==> config.mk <==
export PLATFORM = sky130hd
export DESIGN_NAME = cnu_stream
export DESIGN_NICKNAME = d
export VERILOG_FILES = /design/src/rtl/cnu_stream.sv
export SDC_FILE = /design/constraint.sdc
export NUM_CORES = 1
export LEC_CHECK = 0
export ABC_AREA = 1
export CORE_MARGIN = 5
export CORE_UTILIZATION = 50
export CTS_CLUSTER_DIAMETER = 30
export DETAILED_ROUTE_END_ITERATION = 10
export GPL_TIMING_DRIVEN = 1
export PLACE_DENSITY_LB_ADDON = 0.12
export SLEW_MARGIN = 20
export SYNTH_ARGS = -nofsm -noshare
export SYNTH_HDL_FRONTEND = slang
export SYNTH_SLANG_ARGS = --single-unit
export TNS_END_PERCENT = 1
==> constraint.sdc <==
create_clock -name clk -period 9.4 [get_ports clk]
set_clock_uncertainty 0.05 [all_clocks]
set_input_delay 2.82 -clock clk [delete_from_list [all_inputs] [get_ports clk]]
set_output_delay 2.82 -clock clk [all_outputs]
set_load 0.1 [all_outputs]
==> src/rtl/cnu_stream.sv <==
// Streaming min-sum check-node unit: accumulates q beats of one check node, then emits r beats.
// Optional macro CNU_OFFSET_EN adds parameter OFFSET for offset min-sum magnitude correction.
module cnu_stream #(
  parameter int DATA_W = 8,
  parameter int IDX_W  = 8,
  parameter int DMAX   = 32,
  parameter int NORM   = 1
`ifdef CNU_OFFSET_EN
  ,
  parameter int OFFSET = 1
`endif
) (
  input  logic              clk,
  input  logic              rst,
  input  logic              in_valid,
  output logic              in_ready,
  input  logic              in_last,
  input  logic [DATA_W-1:0] q,
  output logic              out_valid,
  input  logic              out_ready,
  output logic              out_last,
  output logic [DATA_W-1:0] r,
  output logic [IDX_W-1:0]  out_idx
);

  localparam int unsigned CNT_W = $clog2(DMAX + 1);
  localparam int unsigned SEL_W = $clog2(DMAX);
  localparam int unsigned EXT_W = DATA_W + 2;
  localparam logic [DATA_W-1:0] MAG_MAX = {1'b0, {(DATA_W-1){1'b1}}};
  localparam logic [DATA_W-1:0] MAG_NEG = {1'b1, {(DATA_W-1){1'b0}}};

  localparam logic [0:0] ACCUM = 1'b0;
  localparam logic [0:0] EMIT  = 1'b1;

  logic [0:0]        state, state_n;
  logic [CNT_W-1:0]  cnt, cnt_n;
  logic [CNT_W-1:0]  deg, deg_n;
  logic [CNT_W-1:0]  idx, idx_n;
  logic [DATA_W-1:0] min1, min1_n;
  logic [DATA_W-1:0] min2, min2_n;
  logic [CNT_W-1:0]  min_idx, min_idx_n;
  logic              rsgn, rsgn_n;
  logic [DMAX-1:0]   sgn, sgn_n;
  logic              in_ready_n;
  logic              out_valid_n;
  logic              out_last_n;
  logic [DATA_W-1:0] r_n;
  logic [IDX_W-1:0]  out_idx_n;
  logic [DATA_W-1:0] q_mag;

  // Normalised (and optionally offset) magnitude; widened so 3*m cannot overflow.
  function automatic logic [DATA_W-1:0] scale_mag(input logic [DATA_W-1:0] m);
    logic [EXT_W-1:0]  e;
    logic [EXT_W-1:0]  s;
    logic [DATA_W-1:0] res;
    e = EXT_W'(m);
    if (NORM == 1)      s = (e + (e << 1)) >> 2;
    else if (NORM == 2) s = e >> 1;
    else                s = e;
    res = DATA_W'(s);
`ifdef CNU_OFFSET_EN
    res = (res > DATA_W'(OFFSET)) ? res - DATA_W'(OFFSET) : '0;
`endif
    return res;
  endfunction

  // Outgoing message for edge i: excluded-self minimum, sign = parity of the other edges.
  function automatic logic [DATA_W-1:0] r_value(
    input logic [CNT_W-1:0]  i,
    input logic [DATA_W-1:0] m1,
    input logic [DATA_W-1:0] m2,
    input logic [CNT_W-1:0]  mi,
    input logic              neg
  );
    logic [DATA_W-1:0] mag;
    mag = scale_mag((i == mi) ? m2 : m1);
    return neg ? DATA_W'(0) - mag : mag;
  endfunction

  // Saturating magnitude: the most negative code maps to the largest positive one.
  always_comb begin
    if (q == MAG_NEG)        q_mag = MAG_MAX;
    else if (q[DATA_W-1])    q_mag = DATA_W'(0) - q;
    else                     q_mag = q;
  end

  always_ff @(posedge clk) begin
    if (rst) begin
      state     <= ACCUM;
      cnt       <= '0;
      deg       <= '0;
      idx       <= '0;
      min1      <= MAG_MAX;
      min2      <= MAG_MAX;
      min_idx   <= '0;
      rsgn      <= 1'b0;
      sgn       <= '0;
      in_ready  <= 1'b1;
      out_valid <= 1'b0;
      out_last  <= 1'b0;
      r         <= '0;
      out_idx   <= '0;
    end else begin
      state     <= state_n;
      cnt       <= cnt_n;
      deg       <= deg_n;
      idx       <= idx_n;
      min1      <= min1_n;
      min2      <= min2_n;
      min_idx   <= min_idx_n;
      rsgn      <= rsgn_n;
      sgn       <= sgn_n;
      in_ready  <= in_ready_n;
      out_valid <= out_valid_n;
      out_last  <= out_last_n;
      r         <= r_n;
      out_idx   <= out_idx_n;
    end
  end

  always_comb begin
    state_n     = state;
    cnt_n       = cnt;
    deg_n       = deg;
    idx_n       = idx;
    min1_n      = min1;
    min2_n      = min2;
    min_idx_n   = min_idx;
    rsgn_n      = rsgn;
    sgn_n       = sgn;
    in_ready_n  = in_ready;
    out_valid_n = out_valid;
    out_last_n  = out_last;
    r_n         = r;
    out_idx_n   = out_idx;

    case (state)
      ACCUM: begin
        if (in_valid && in_ready) begin
          sgn_n[cnt[SEL_W-1:0]] = q[DATA_W-1];
          rsgn_n = rsgn ^ q[DATA_W-1];
          if (q_mag < min1) begin
            min2_n    = min1;
            min1_n    = q_mag;
            min_idx_n = cnt;
          end else if (q_mag < min2) begin
            min2_n = q_mag;
          end
          cnt_n = cnt + CNT_W'(1);
          // First r beat is registered here so it appears the cycle after the last q.
          if (in_last || (cnt_n == CNT_W'(DMAX))) begin
            state_n     = EMIT;
            deg_n       = cnt_n;
            idx_n       = '0;
            in_ready_n  = 1'b0;
            out_valid_n = 1'b1;
            out_last_n  = (cnt_n == CNT_W'(1));
            out_idx_n   = '0;
            r_n         = r_value('0, min1_n, min2_n, min_idx_n, rsgn_n ^ sgn_n[0]);
          end
        end
      end
      EMIT: begin
        if (out_ready) begin
          if (out_last) begin
            state_n     = ACCUM;
            cnt_n       = '0;
            idx_n       = '0;
            min1_n      = MAG_MAX;
            min2_n      = MAG_MAX;
            min_idx_n   = '0;
            rsgn_n      = 1'b0;
            in_ready_n  = 1'b1;
            out_valid_n = 1'b0;
            out_last_n  = 1'b0;
            r_n         = '0;
            out_idx_n   = '0;
          end else begin
            idx_n      = idx + CNT_W'(1);
            out_idx_n  = IDX_W'(idx_n);
            out_last_n = (idx_n == deg - CNT_W'(1));
            r_n        = r_value(idx_n, min1, min2, min_idx, rsgn ^ sgn[idx_n[SEL_W-1:0]]);
          end
        end
      end
      default: state_n = ACCUM;
    endcase
  end

endmodule

==> results of run 1 <==
## registers in the layout (all words and copies together), names as in the netlist
name	flops
sgn	32
min1	8
min2	8
r	8
cnt	6
deg	6
min_idx	6
out_idx	6
in_ready	1
out_last	1
out_valid	1
rsgn	1
state	1
## power by group through the flow
stage	clock, uW	combinational, uW	sequential (uW)
2_1_floorplan	0	673	476
4_1_cts	377	914	403
6_report	372	918	403
3_5_place_dp	0	909	411
5_1_grt	392	1040	406
3_3_place_gp	0	902	411
## through the flow
stage          worst slack, ns  cell area, um^2
2_1_floorplan             2.48             6480
3_3_place_gp              1.33             6820
3_5_place_dp              1.17             6820
4_1_cts                   1.52             7120
5_1_grt                  0.919             7120
6_report                  1.49             7120
## area by class of cell
class / instances / area [um^2] / area share, %
clock buffer: 9 / 225 / 3.16
sequential: 85 / 1700 / 23.9
multi-input combinational: 716 / 4140 / 58.1
clock inverter: 7 / 78.8 / 1.11
tap: 172 / 215 / 3.02
inverter: 118 / 443 / 6.22
timing repair buffer: 34 / 323 / 4.53
## worst max-delay path by stage
stage	cells after the start	start	slack, ns	endpoint
final	34	q[0]	1.49	r[7]
after global routing	34	q[0]	0.92	r[7]
after CTS	34	q[0]	1.52	r[7]
after detailed placement	34	q[0]	1.17	r[7]
after global placement	34	q[0]	1.33	r[7]
after floorplan	34	q[0]	2.48	r[7]
## per-layer routing
metal | part of all wire, % | wire, um | GRT usage (%)
met4 | 1.4 | 241 | 6.02
met3 | 5.9 | 989 | 3.18
met5 | 0 | 0 | 0
met1 | 51 | 8500 | 34.5
met2 | 42 | 7030 | 32.9
## logic make-up (layout without fill, tap and decap cells)
logic type	after synthesis	in the layout	share of synthesized area (%)
AOI/OAI and AO/OA	240	240	22.5
xor gates and xnor gates	23	23	3.23
adders and majority gates	40	40	7.84
buffers and inverters	159	168	9.97
DFF	85	85	26.3
muxes	7	7	1.08
other	1	2	0.0579
and+or+nand+nor	404	404	29.0
## synthesized netlist by cell type, types with 3 or more instances
cell      instances  share of area [%]
clkbuf_1         29                1.7
nand3b_1          4               0.46
o21ai_0          72                5.6
inv_1           110                6.4
nand2_1         199                 12
a211oi_1          6               0.70
a311oi_1         31                4.2
nor3_1            8               0.62
mux2i_1           7                1.1
nor2_1           61                3.5
a21oi_1          92                7.1
o22ai_1           3               0.29
inv_2             6               0.35
o221ai_1          7               0.95
xnor2_1           6               0.81
nor2_2            3               0.29
buf_6             3               0.52
nor2_4            4               0.70
ha_1             39                7.5
xor2_1           16                2.2
nand2_4           7                1.2
nand2_2          26                2.5
a31oi_1           4               0.39
buf_4             6               0.70
o211ai_1         12                1.4
nand3_1          74                5.7
nand3_2           4               0.62
nand4_1           6               0.58
dfxtp_1          85                 26
## worst max-delay path, delay by kind of cell
family,cells,cell delay [ns]
adder cells (fa/ha/maj),3,0.89
buffers and inverters,6,1.09
AND/OR/NAND/NOR,19,2.19
AO/OA/AOI/OAI,6,1.09
==> impl_metrics.env, run 1 <==
export IMPL_synthCells=959
export IMPL_maxCapViolations=0
export IMPL_cpMaxStageDelayCell="clkdlybuf4s50_1"
export IMPL_cts_buffers=9
export IMPL_rsz0062_at_grt="false"
export IMPL_cts_root_buf="clkbuf_16"
export IMPL_clockBufferDepth=2
export IMPL_die_h_um=124
export IMPL_io_buffers=29
export IMPL_timing_fmax_mhz=126
export IMPL_rows=41
export IMPL_die_w_um=124
export IMPL_drt_iter0_drc=647
export IMPL_seq_area_frac_synth_pct=26.3
export IMPL_grt_pass1_wl_um=27700
export IMPL_clk_latency_ns=0.35
export IMPL_r2r_setup_slack_ns=4.42
export IMPL_fin_crit_ns=7.91
export IMPL_setup_viol=0
export IMPL_r2r_end="r[6]"
export IMPL_synth_cell_type_count=52
export IMPL_p_comb_share_pct=54.2
export IMPL_clkPwrFrac_pct=22.0
export IMPL_layout_nets=1017
export IMPL_hold_violations=0
export IMPL_setup_tns_ns=0
export IMPL_die_area_mm2=0.0153
export IMPL_first_pass_iters=4
export IMPL_vias_per_cell=5.53
export IMPL_cp_max_fo=28
export IMPL_fin_total_pwr_uw=1690
export IMPL_syn2layout_area_growth_pct=9.97
export IMPL_drc=0
export IMPL_syn_cell_area_mm2=0.00648
export IMPL_hold_path_class="flop to flop"
export IMPL_ys_ff_latch=85
export IMPL_p_switching_uw=810
export IMPL_power_density_mw_per_mm2=238
export IMPL_p_leak_uw=0.00330
export IMPL_cp_arrival_ns=8.09
export IMPL_nFillCells=1270
export IMPL_core_mm2=0.0127
export IMPL_critPathMaxStageDelay_ns=0.48
export IMPL_synth_flop_cell="dfxtp_1"
export IMPL_antenna_found_initial=0
export IMPL_routed_wl_um=16800
export IMPL_cpMostUsedCell="nand2_1"
export IMPL_final_cell_mix="nand2_1 (199), inv_1 (110), a21oi_1 (92)"
export IMPL_cts_max_level=3
export IMPL_critical_path_required_ns=9.58
export IMPL_cts_sinks=85
export IMPL_ir_drop_mv=0.0934
export IMPL_mostFrequentLayoutCell="nand2_1"
export IMPL_drv_slew=0
export IMPL_hp_start="out_valid"
export IMPL_drive_gt1_share_pct=8.67
export IMPL_ant_nets=0
export IMPL_grt_usage_pct=22.6
export IMPL_switching_share_pct=47.8
export IMPL_slew_headroom_pct=34.6
export IMPL_worstSetupPathType="primary input to flop"
export IMPL_holdWs_ns=0.417
export IMPL_yosys_warnings=0
export IMPL_postCtsResizedCells=0
export IMPL_path_clk_slew_ns=0.06
export IMPL_gp_congestion=0.859
export IMPL_status="complete, no violations"
export IMPL_cts_tree="built"
export IMPL_avgSynthCellArea_um2=6.75
export IMPL_grt_ovfl_total=0
export IMPL_grt_max_degree=56
export IMPL_antenna_cells=0
export IMPL_hold_buffers=0
export IMPL_fin_crit_sh_pct=84.1
export IMPL_cp_start_kind="primary input"
export IMPL_pin_count=32
export IMPL_worstHoldEndpoint="out_valid"
export IMPL_async_flop_share_pct=0
export IMPL_finalNonFillerCells=1141
export IMPL_r2r_start="out_idx[0]"
export IMPL_post_cts_buffers=0
export IMPL_p_seq_share_pct=23.8
export IMPL_grt_pass1_vias=5406
export IMPL_start_util_pct=51.1
export IMPL_dp_cells=1125
export IMPL_cp_end_kind="flop"
export IMPL_synth_edf_count=0
export IMPL_reg2reg_depth=19
export IMPL_hpwlAfterDp_um=12200
export IMPL_worstHoldPathCells=2
export IMPL_wire_per_inst_um=14.7
export IMPL_worst_pin_slew_ns=0.977
export IMPL_p_int_uw=884
export IMPL_final_core_util_pct=56.2
export IMPL_vias=6305
(Power assumes the default switching activity.)
==> run 2: changes to the inputs <==
==> constraint.sdc (replaced) <==
create_clock -name clk -period 6.9 [get_ports clk]
set_clock_uncertainty 0.05 [all_clocks]
set_input_delay 2.07 -clock clk [delete_from_list [all_inputs] [get_ports clk]]
set_output_delay 2.07 -clock clk [all_outputs]
set_load 0.1 [all_outputs]
==> impl_metrics.env, run 2 (synthesized netlist as in run 1, its figures left out) <==
export IMPL_fin_crit_sh_pct=92.9
export IMPL_status="complete, no violations"
export IMPL_mostFrequentLayoutCell="nand2_1"
export IMPL_cp_start_kind="primary input"
export IMPL_layout_nets=1036
export IMPL_cts_tree="built"
export IMPL_cts_max_level=3
export IMPL_cts_buffers=9
export IMPL_die_area_mm2=0.0153
export IMPL_drv_slew=0
export IMPL_vias=6354
export IMPL_maxCapViolations=0
export IMPL_slew_headroom_pct=34.4
export IMPL_rows=41
export IMPL_hpwlAfterDp_um=12400
export IMPL_critPathMaxStageDelay_ns=0.49
export IMPL_grt_max_degree=56
export IMPL_clockBufferDepth=2
export IMPL_ir_drop_mv=0.173
export IMPL_regMostFlops="sgn"
export IMPL_r2r_end="r[6]"
export IMPL_cts_sinks=85
export IMPL_final_cell_mix="nand2_1 (196), inv_1 (110), a21oi_1 (90)"
export IMPL_worst_pin_slew_ns=0.981
export IMPL_ant_nets=0
export IMPL_fin_total_pwr_uw=2320
export IMPL_drive_gt1_share_pct=11.4
export IMPL_vias_per_cell=5.48
export IMPL_gp_congestion=0.854
export IMPL_first_pass_iters=5
export IMPL_r2r_setup_slack_ns=2.15
export IMPL_worstHoldPathCells=2
export IMPL_worst_path_buf_inv=6
export IMPL_start_util_pct=51.1
export IMPL_fin_crit_ns=6.41
export IMPL_hold_path_class="flop to flop"
export IMPL_path_clk_slew_ns=0.07
export IMPL_setup_viol=0
export IMPL_grt_pass1_vias=5595
export IMPL_critical_path_required_ns=7.08
export IMPL_crit_family="simple AND/OR/NAND/NOR gates"
export IMPL_timing_fmax_mhz=156
export IMPL_drt_iter0_drc=592
export IMPL_pin_count=32
export IMPL_p_leak_uw=0.00338
export IMPL_worstHoldEndpoint="min_idx[1]"
export IMPL_grt_pass1_wl_um=28000
export IMPL_io_buffers=29
export IMPL_antenna_cells=0
export IMPL_worst_path_stages=33
export IMPL_cp_arrival_ns=6.59
export IMPL_die_w_um=124
export IMPL_drc=0
export IMPL_r2r_start="out_idx[0]"
export IMPL_hold_violations=0
export IMPL_core_mm2=0.0127
export IMPL_syn2layout_area_growth_pct=12.8
export IMPL_hold_buffers=0
export IMPL_wire_per_inst_um=14.4
export IMPL_grt_ovfl_total=0
export IMPL_largest_register_ff_count=32
export IMPL_cpMaxStageDelayCell="clkdlybuf4s50_1"
export IMPL_reg2reg_depth=20
export IMPL_hp_start="min_idx[1]"
export IMPL_power_density_mw_per_mm2=317
export IMPL_cp_end_kind="flop"
export IMPL_cpMostUsedCell="nand2_1"
export IMPL_antenna_found_initial=0
export IMPL_cts_root_buf="clkbuf_16"
export IMPL_cp_max_fo=12
export IMPL_routed_wl_um=16700
export IMPL_final_core_util_pct=57.7
export IMPL_grt_usage_pct=22.6
export IMPL_clk_latency_ns=0.35
export IMPL_die_h_um=124
export IMPL_worstSetupPathType="primary input to flop"
==> run 2: layer usage <==
metal  vias up  part of all wire (%)  GRT usage (%)
met2       174                    43           33.9
met4         0                   1.7           6.85
li1       3290                     -              -
met3        18                   6.1           3.50
met5         -                     0              0
met1      2872                    49           33.3
==> run 2: area by class of cell <==
type	count	area, um^2
clock buffers	11	253
repair buffers	53	470
flip-flops and latches	85	1700
well taps	172	215
clock inverters	5	41.3
fillers	1301	5360
inverters	118	443
multi-input cells	716	4180
==> run 2: worst max-delay path by stage <==
stage	slack, ns	start	end
detailed placement	-0.07	q[0]	r[7]
global route	-0.02	q[0]	r[6]
finish	0.49	q[2]	r[7]
CTS	0.28	q[0]	r[7]
global placement	0.04	q[0]	r[7]
floorplan	0.73	q[0]	r[7]
==> run 2: metrics by stage <==
| stage | setup WS [ns] | setup TNS, ns | cell area, um^2 | instances | hold WS, ns |
|---|---|---|---|---|---|
| 5_1_grt | -0.0223 | -0.0223 | 7310 | 1160 | 0.436 |
| 6_report | 0.487 | 0 | 7310 | 1160 | 0.417 |
| 4_1_cts | 0.283 | 0 | 7230 | 1157 | 0.419 |
| 3_3_place_gp | 0.0429 | 0 | 6940 | 1141 | 0.405 |
| 3_5_place_dp | -0.0678 | -0.111 | 6940 | 1141 | 0.409 |
| 2_1_floorplan | 0.730 | 0 | 6480 | 960 | 0.387 |
==> run 2: worst min-delay path, delay by kind of cell, from the launching register on <==
family	cells	cell delay (ns)
and+or+nand+nor	1	0.06
DFF	1	0.31
AOI/OAI and AO/OA	1	0.05
==> run 2: where the power goes <==
| part | total [uW] | switching, uW | internal [uW] |
|---|---|---|---|
| clock network | 483 | 216 | 267 |
| registers | 549 | 26.5 | 522 |
| logic | 1280 | 858 | 425 |
==> run 2: what timing repair did <==
item,in CTS,in global routing
resized for setup,0,15
buffers inserted,0,2
endpoints found under the setup margin,0,6
==> run 3: changes to the inputs <==
--- a/config.mk
+++ b/config.mk
@@ -6,7 +6,7 @@
 export NUM_CORES = 1
 export LEC_CHECK = 0
 export ABC_AREA = 1
-export CORE_MARGIN = 5
+export CORE_MARGIN = 2
 export CORE_UTILIZATION = 50
 export CTS_CLUSTER_DIAMETER = 30
 export DETAILED_ROUTE_END_ITERATION = 10
==> impl_metrics.env, run 3 (synthesized netlist as in run 1, its figures left out) <==
export IMPL_final_cell_area_mm2=0.00731
export IMPL_pin_count=32
export IMPL_p_int_uw=1240
export IMPL_cts_buffers=9
export IMPL_gp_congestion=0.863
export IMPL_cpMaxStageDelayCell="clkdlybuf4s50_1"
export IMPL_critical_path_required_ns=7.08
export IMPL_r2r_setup_slack_ns=2.26
export IMPL_crit_family="simple AND/OR/NAND/NOR gates"
export IMPL_mostFrequentLayoutCell="nand2_1"
export IMPL_p_leak_uw=0.00340
export IMPL_die_h_um=118
export IMPL_antenna_cells=0
export IMPL_final_core_util_pct=57.9
export IMPL_reg2reg_depth=19
export IMPL_r2r_start="out_idx[0]"
export IMPL_critPathMaxStageDelay_ns=0.48
export IMPL_core_mm2=0.0126
export IMPL_clk_latency_ns=0.35
export IMPL_grt_pass1_wl_um=28000
export IMPL_hold_violations=0
export IMPL_p_switching_uw=1110
export IMPL_die_area_mm2=0.0139
export IMPL_slew_headroom_pct=34.9
export IMPL_p_seq_share_pct=23.4
export IMPL_cts_tree="built"
export IMPL_nFillCells=1235
export IMPL_fin_crit_sh_pct=93.4
export IMPL_worst_path_buf_inv=10
export IMPL_cp_arrival_ns=6.62
export IMPL_vias=6380
export IMPL_syn2layout_area_growth_pct=12.9
export IMPL_ant_nets=0
export IMPL_ir_drop_mv=0.144
export IMPL_drive_gt1_share_pct=10.9
export IMPL_switching_share_pct=47.3
export IMPL_setup_viol=0
export IMPL_cts_root_buf="clkbuf_16"
export IMPL_drt_iter0_drc=628
export IMPL_hpwlAfterDp_um=12400
export IMPL_post_place_ws_ns=-0.0638
export IMPL_die_w_um=118
export IMPL_largest_register_ff_count=32
export IMPL_grt_usage_pct=24.3
export IMPL_r2r_end="r[6]"
export IMPL_drc=0
export IMPL_final_cell_mix="nand2_1 (199), inv_1 (110), a21oi_1 (92)"
export IMPL_cpMostUsedCell="nand2_1"
export IMPL_first_pass_iters=7
export IMPL_fin_total_pwr_uw=2350
export IMPL_rows=41
export IMPL_grt_pass1_vias=5682
export IMPL_maxCapViolations=0
export IMPL_setup_ws_ns=0.458
export IMPL_worstHoldPathCells=2
export IMPL_hp_start="out_valid"
export IMPL_status="complete, no violations"
export IMPL_clockBufferDepth=2
export IMPL_worst_pin_slew_ns=0.973
export IMPL_grt_max_degree=56
export IMPL_vias_per_cell=5.50
export IMPL_layout_nets=1037
export IMPL_power_density_mw_per_mm2=322
export IMPL_antenna_found_initial=0
export IMPL_cp_max_fo=10
export IMPL_wire_per_inst_um=14.3
export IMPL_drv_slew=0
export IMPL_regMostFlops="sgn"
export IMPL_cts_max_level=3
export IMPL_hold_path_class="flop to flop"
export IMPL_p_comb_share_pct=54.6
export IMPL_worstHoldEndpoint="out_valid"
export IMPL_start_util_pct=51.3
export IMPL_cts_sinks=85
export IMPL_timing_fmax_mhz=155
export IMPL_path_clk_slew_ns=0.07
export IMPL_clkPwrFrac_pct=22.0
export IMPL_grt_ovfl_total=0
export IMPL_cp_end_kind="flop"
export IMPL_cp_start_kind="primary input"
export IMPL_worstSetupPathType="primary input to flop"
export IMPL_io_buffers=29
export IMPL_routed_wl_um=16600
export IMPL_placed_area_mm2=0.00696
export IMPL_fin_crit_ns=6.44
## run 3: through the flow
step,std cells,hold slack [ns],setup TNS (ns)
after floorplan,960,0.387,0
after global placement,1144,0.398,0
after CTS,1160,0.418,0
after detailed placement,1144,0.406,-0.0961
after global routing,1161,0.450,-0.0111
final,1161,0.416,0
## run 3: power groups by stage
stage               clock (uW)  combinational [uW]  sequential [uW]
floorplan                    0                 917              648
global placement             0                1260              559
detailed placement           0                1270              560
CTS                        523                1280              549
global route               545                1460              554
finish                     518                1290              549
## run 3: worst reg2reg max path, stage by stage, from the launching register on
cell and delay, ns:
dfxtp_1 0.31, buf_4 0.29, nand4_1 0.16, nor2_1 0.14
xor2_1 0.49, xnor2_1 0.20, o2111ai_2 0.40, o21ai_0 0.66
ha_1 0.40, nand3_1 0.10, nand3_1 0.10, a21oi_1 0.15
nor2_1 0.05, nor2_1 0.14, xor2_1 0.29, nand3_1 0.15
nand2_1 0.09, a21oi_1 0.06, a21oi_1 0.18, a21oi_1 0.09
## run 3: worst max path at each step
stage,startpoint,endpoint,depth (start not counted)
after floorplan,q[0],r[7],34
after global placement,q[0],r[7],33
after detailed placement,q[0],r[7],33
after CTS,q[0],r[7],33
after global routing,q[7],r[6],35
final,q[0],r[6],40
## run 3: final cells by class
class	instances	area (um^2)	share of cell area, %
Tap cell	172	215	2.94
Clock buffer	9	225	3.08
Inverter	118	443	6.06
Clock inverter	7	86.3	1.18
Timing Repair Buffer	54	485	6.64
Sequential cell	85	1700	23.3
Multi-Input combinational cell	716	4150	56.8
## run 3: timing repair
item                                    4_1_cts  5_1_grt
gates resized for setup                       0        5
endpoints found under the setup margin        0        4
setup buffers                                 0        1
hold buffers                                  0        0
## run 3: layer usage
| metal | GRT usage [%] | share of wire [%] |
|---|---|---|
| met5 | 0 | 0 |
| met4 | 6.17 | 1.0 |
| met3 | 3.83 | 5.2 |
| met2 | 36.7 | 43 |
| met1 | 36.0 | 51 |
